===== config.mk =====
export PLATFORM = sky130hd
export DESIGN_NAME = hazard_stall_unit
export DESIGN_NICKNAME = d
export VERILOG_FILES = /design/src/rtl/hazard_stall_unit.sv
export SDC_FILE = /design/constraint.sdc
export NUM_CORES = 1
export LEC_CHECK = 0
export BUFFER_PORTS_ARGS = -buffer_cell sky130_fd_sc_hd__buf_2
export CORE_MARGIN = 2
export CORE_UTILIZATION = 40
export CTS_CLUSTER_SIZE = 8
export DETAILED_ROUTE_END_ITERATION = 10
export PLACE_DENSITY_LB_ADDON = 0.12
export REMOVE_ABC_BUFFERS = 1
export SETUP_SLACK_MARGIN = 0.05
export SYNTH_ARGS = -nofsm -noshare
export SYNTH_HDL_FRONTEND = slang
export SYNTH_SLANG_ARGS = --single-unit

===== constraint.sdc =====
create_clock -name clk -period 6.59 [get_ports clk]
set_input_delay 1.318 -clock clk [delete_from_list [all_inputs] [get_ports clk]]
set_output_delay 1.318 -clock clk [all_outputs]
set_load 0.02 [all_outputs]

===== src/rtl/hazard_stall_unit.sv =====
// rtl/hazard_stall_unit.sv - load-use / memory-wait / branch-flush hazard controller
module hazard_stall_unit #(
   parameter int MEM_TIMEOUT = 15,
   parameter int CNT_W       = 16
) (
   input  logic             clk,
   input  logic             rst_n,
   input  logic [18:0]      IF_ID_instruction,
   input  logic [18:0]      ID_EX_instruction,
   input  logic [18:0]      EX_MEM_instruction,
   input  logic             mem_ready,
   input  logic             branch_taken,
   output logic             pc_write,
   output logic             IF_ID_write,
   output logic             IF_ID_flush,
   output logic             ID_EX_write,
   output logic             ID_EX_bubble,
   output logic             EX_MEM_write,
   output logic             MEM_WB_bubble,
   output logic             mem_error,
   output logic [CNT_W-1:0] stall_cycles,
   output logic [CNT_W-1:0] flush_count
);

   localparam int WC_W = $clog2(MEM_TIMEOUT + 1);
   localparam logic [0:0] ST_RUN      = 1'b0;
   localparam logic [0:0] ST_MEM_WAIT = 1'b1;
   localparam logic [4:0] OP_LW = 5'b10000;
   localparam logic [4:0] OP_SW = 5'b10001;

   logic [0:0]      state, state_nxt;
   logic [WC_W-1:0] wait_cnt, wait_nxt;

   logic [4:0] id_op;
   logic [2:0] id_dst, id_a, id_b, ex_dst, mem_dst;
   logic       id_lw, id_sw, id_alu, id_imm;
   logic       reads_a, reads_b, reads_d;
   logic       ex_lw, mem_lw, mem_sw;
   logic       hit_ex, hit_mem, load_use, freeze, do_branch, do_lu;
   logic       unused_bits;

   assign id_op   = IF_ID_instruction[18:14];
   assign id_dst  = IF_ID_instruction[13:11];
   assign id_a    = IF_ID_instruction[10:8];
   assign id_b    = IF_ID_instruction[7:5];
   assign ex_dst  = ID_EX_instruction[13:11];
   assign mem_dst = EX_MEM_instruction[13:11];
   assign unused_bits = ^{IF_ID_instruction[4:0], ID_EX_instruction[10:0],
                          EX_MEM_instruction[10:0]};

   assign id_alu  = ~IF_ID_instruction[18];
   assign id_imm  = IF_ID_instruction[17];
   assign id_lw   = (id_op == OP_LW);
   assign id_sw   = (id_op == OP_SW);
   assign ex_lw   = (ID_EX_instruction[18:14] == OP_LW);
   assign mem_lw  = (EX_MEM_instruction[18:14] == OP_LW);
   assign mem_sw  = (EX_MEM_instruction[18:14] == OP_SW);

   assign reads_a = id_alu | id_lw | id_sw;
   assign reads_b = id_alu & ~id_imm;
   assign reads_d = id_sw;

   assign hit_ex = ex_lw && (ex_dst != 3'd0) &&
                   ((reads_a && id_a == ex_dst) ||
                    (reads_b && id_b == ex_dst) ||
                    (reads_d && id_dst == ex_dst));

   // A loaded value cannot be forwarded into the address/store-data path of a lw/sw in EX.
   assign hit_mem = mem_lw && (mem_dst != 3'd0) && (id_lw || id_sw) &&
                    ((id_a == mem_dst) || (id_sw && id_dst == mem_dst));

   assign load_use  = hit_ex | hit_mem;
   assign freeze    = (mem_lw | mem_sw) & ~mem_ready;
   assign do_branch = ~freeze & branch_taken;
   assign do_lu     = ~freeze & ~branch_taken & load_use;

   always_comb begin
      pc_write      = 1'b1;
      IF_ID_write   = 1'b1;
      IF_ID_flush   = 1'b0;
      ID_EX_write   = 1'b1;
      ID_EX_bubble  = 1'b0;
      EX_MEM_write  = 1'b1;
      MEM_WB_bubble = 1'b0;
      if (rst_n) begin
         if (freeze) begin
            pc_write      = 1'b0;
            IF_ID_write   = 1'b0;
            ID_EX_write   = 1'b0;
            EX_MEM_write  = 1'b0;
            MEM_WB_bubble = 1'b1;
         end else if (do_branch) begin
            IF_ID_flush   = 1'b1;
            ID_EX_bubble  = 1'b1;
         end else if (do_lu) begin
            pc_write      = 1'b0;
            IF_ID_write   = 1'b0;
            ID_EX_bubble  = 1'b1;
         end
      end
   end

   always_comb begin
      state_nxt = state;
      wait_nxt  = wait_cnt;
      case (state)
         ST_RUN: begin
            if (freeze) begin
               state_nxt = ST_MEM_WAIT;
               wait_nxt  = WC_W'(1);
            end
         end
         default: begin
            if (mem_ready) begin
               state_nxt = ST_RUN;
               wait_nxt  = '0;
            end else if (wait_cnt != WC_W'(MEM_TIMEOUT)) begin
               wait_nxt  = wait_cnt + 1'b1;
            end
         end
      endcase
   end

   always_ff @(posedge clk or negedge rst_n) begin
      if (!rst_n) begin
         state        <= ST_RUN;
         wait_cnt     <= '0;
         mem_error    <= 1'b0;
         stall_cycles <= '0;
         flush_count  <= '0;
      end else begin
         state    <= state_nxt;
         wait_cnt <= wait_nxt;
         if (wait_nxt == WC_W'(MEM_TIMEOUT))
            mem_error <= 1'b1;
         if ((freeze | do_lu) && (stall_cycles != '1))
            stall_cycles <= stall_cycles + 1'b1;
         if (do_branch && (flush_count != '1))
            flush_count <= flush_count + 1'b1;
      end
   end

endmodule


==> run metrics <==
outcome finished, final reports clean; post-cts resize count 0; row count 26; Detailed Routing Iterations Pass 1 4; routability congestion estimate 0.7791; Crit-path slowest cell a2111o_1; max-cap violation count 0; Worst slew margin 0.3928; Routed Antenna Nets 0; worst-margin pin slew 0.9108 ns; Place WS 2.222 ns; setup ws final 2.250 ns; Core Region 5075 sq um; hpwl dp 3.244 mm; total negative slack 0 ns; routing usage on met2 0.2407; vias in the first global route 1,624; effective utilization at floorplan 0.4135; post-synthesis cell count 204; multi-input combinational cell area 1102 sq um; Final min period 4.340 ns; worst path arrival time 3.02 ns; busiest grt layer met2; FF-to-FF setup slack 4.24 ns; met1 Use GR 0.2030; Critical Path Max Stage Delay 0.41 ns; Die H 76.43 um; Die W 76.43 um; Total GRT Usage 0.1545; final hold vios 0; CP top delay family compound AO/OA/AOI/OAI gates; Synth Register Bits 38; Unique masters post-synth 39; CP most frequent cell buf_2; met3 usage 0.04858; top_reg_cell synth dfrtp_1; Root Buffer clkbuf_8; io pins 101; initial antenna violation count 0; final setup fails 0; WS Path Type in -> out; first-pass GRT wire length 7.458 mm; number of vias per cell 5.003; Post-synth ARST share 1.000; port bufs 73; post-layout net count 344; critical path, cell by cell buf_2 > nor4b_4 > o31ai_1 > a2111o_1 > o21a_1 > o21ai_4 > nand2_1 > buf_2; DRT iter0 DRCs 77; gr ovfl total 0; hold-fix buffers at CTS 0; RSZ-0062 raised after global routing no; Leak 1.256 nW; CTS Buf Count 5; final worst-path cycle share 0.6586; f_max 230.4 MHz; Synth warnings 0; H-tree levels 2; peak supply drop 0.0001553 V; fillers 487; ANT cells 0; postcts setup bufs 0; Fin Clk Skew 0.006135 ns; Syn Area/Cell 10.29 sq um; total die area 5841 sq um; Worst setup EP type output port; CTS Buffer Depth 2; pin count of the biggest net entering global routing 43; Post-synth EDFFs 0; WL/cell 12.36 um; clk slew on worst S/H paths 0.08 ns; Worst Hold Class reg -> reg; crit start category input port; Pins Over Slew Limit 0; final WL 4.325 mm; routed vias 1,751; # DRC 0; register cell area after layout 950.9 sq um; share of cells above drive strength 1 0.3179; sequential area share after synthesis 0.4532; CTS tree done; Synth-to-Final Area Change 23.97%; CP bufs+invs 2; power density over the cells 235.4 nW/um^2; Crit path required time 5.27 ns; CP max FO 16; clock sinks 38; synthesized cell area 2098 sq um; Clock Latency Late Sink 0.28 ns
==> synthesized netlist by cell type, drive strengths merged (2+ instances only) <==
library cell | count | area, sq um
nand3 | 20 | 100.1
nor2 | 13 | 48.80
xnor2 | 32 | 280.3
xor2 | 12 | 105.1
inv | 4 | 15.01
mux2 | 4 | 52.55
buf | 3 | 26.27
nand2b | 2 | 12.51
nor4 | 3 | 18.77
o21ai | 7 | 46.30
dfrtp | 38 | 950.9
nand2 | 16 | 62.56
o21a | 2 | 15.01
a21oi | 2 | 10.01
nand4 | 12 | 75.07
and4 | 2 | 17.52
and3 | 9 | 56.30
nor3 | 5 | 35.03
ha | 3 | 37.54
==> layout by cell type (no fill, tap or decap), types with 2 or more instances in the layout <==
master    instances
a21oi_1           2
and3_1            9
and4_1            2
buf_2            73
clkbuf_8          5
dfrtp_1          38
ha_1              3
inv_1             4
mux2_2            2
mux2_4            2
nand2_1          15
nand2b_1          2
nand3_1          20
nand4_1          12
nor2_1           13
nor3_1            3
nor3_2            2
nor4_1            3
o21a_1            2
o21ai_0           6
xnor2_1          32
xor2_1           12
==> where the power goes <==
part           total (mW)  switching, mW  internal [mW]
Combinational       0.162         0.0926         0.0694
Sequential          0.302         0.0364          0.266
Clock               0.148         0.0756         0.0725
Total               0.612          0.205          0.408
==> registers in the layout, summed over array words and instances (netlist names) <==
signal and count:
wait_cnt 4, stall_cycles 16, flush_count 16, state 1, mem_error 1
==> final cells by class <==
class,instances,share of cell area
multi-input combinational,158,0.4238
sequential,38,0.3656
timing repair buffer,73,0.1405
tap,70,0.03367
clock buffer,6,0.02790
inverter,4,0.005772
clock inverter,1,0.002886
==> through the flow <==
stage / instance area (sq um) / hold WS, ns / utilization / cells / power (mW)
after floorplan: 2068 / 0.5017 / - / 200 / 0.4065
after global placement: 2521 / 0.4713 / 0.4968 / 343 / 0.4671
after detailed placement: 2521 / 0.4808 / 0.4968 / 343 / 0.4700
after CTS: 2601 / 0.4959 / 0.5126 / 350 / 0.6224
after global routing: 2601 / 0.5172 / 0.5126 / 350 / 0.6560
final: 2601 / 0.4898 / 0.5126 / 350 / 0.6123
==> routing by layer <==
metal  vias to the layer above  wire length (um)
met3                         5               273
li1                        866                 -
met1                       831              2029
met4                         0                39
met2                        49              1983
met5                         -                 0
==> worst paths after layout <==
| path | from | end | cells after the start |
|---|---|---|---|
| min | stall_cycles[11] | stall_cycles[11] | 1 |
| max in group asynchronous | rst_n | flush_count[11] | 1 |
| min reg2reg | stall_cycles[11] | stall_cycles[11] | 1 |
| max | EX_MEM_instruction[15] | IF_ID_write | 8 |
| min in group asynchronous | rst_n | stall_cycles[15] | 1 |
| max reg2reg | stall_cycles[0] | stall_cycles[1] | 7 |
==> kinds of logic (layout without fill, tap and decap cells) <==
logic type                 count (synthesis)  in the layout  share of synthesized area
DFF                                       38             38                     0.4532
xor gates and xnor gates                  44             44                     0.1837
adders and majority gates                  3              3                    0.01789
buffers and inverters                      8             84                    0.02146
AOI/OAI and AO/OA                         17             17                    0.06023
muxes                                      5              5                    0.02982
and+or+nand+nor                           89             89                     0.2338
Note: power is estimated with default switching activity, not from simulation.
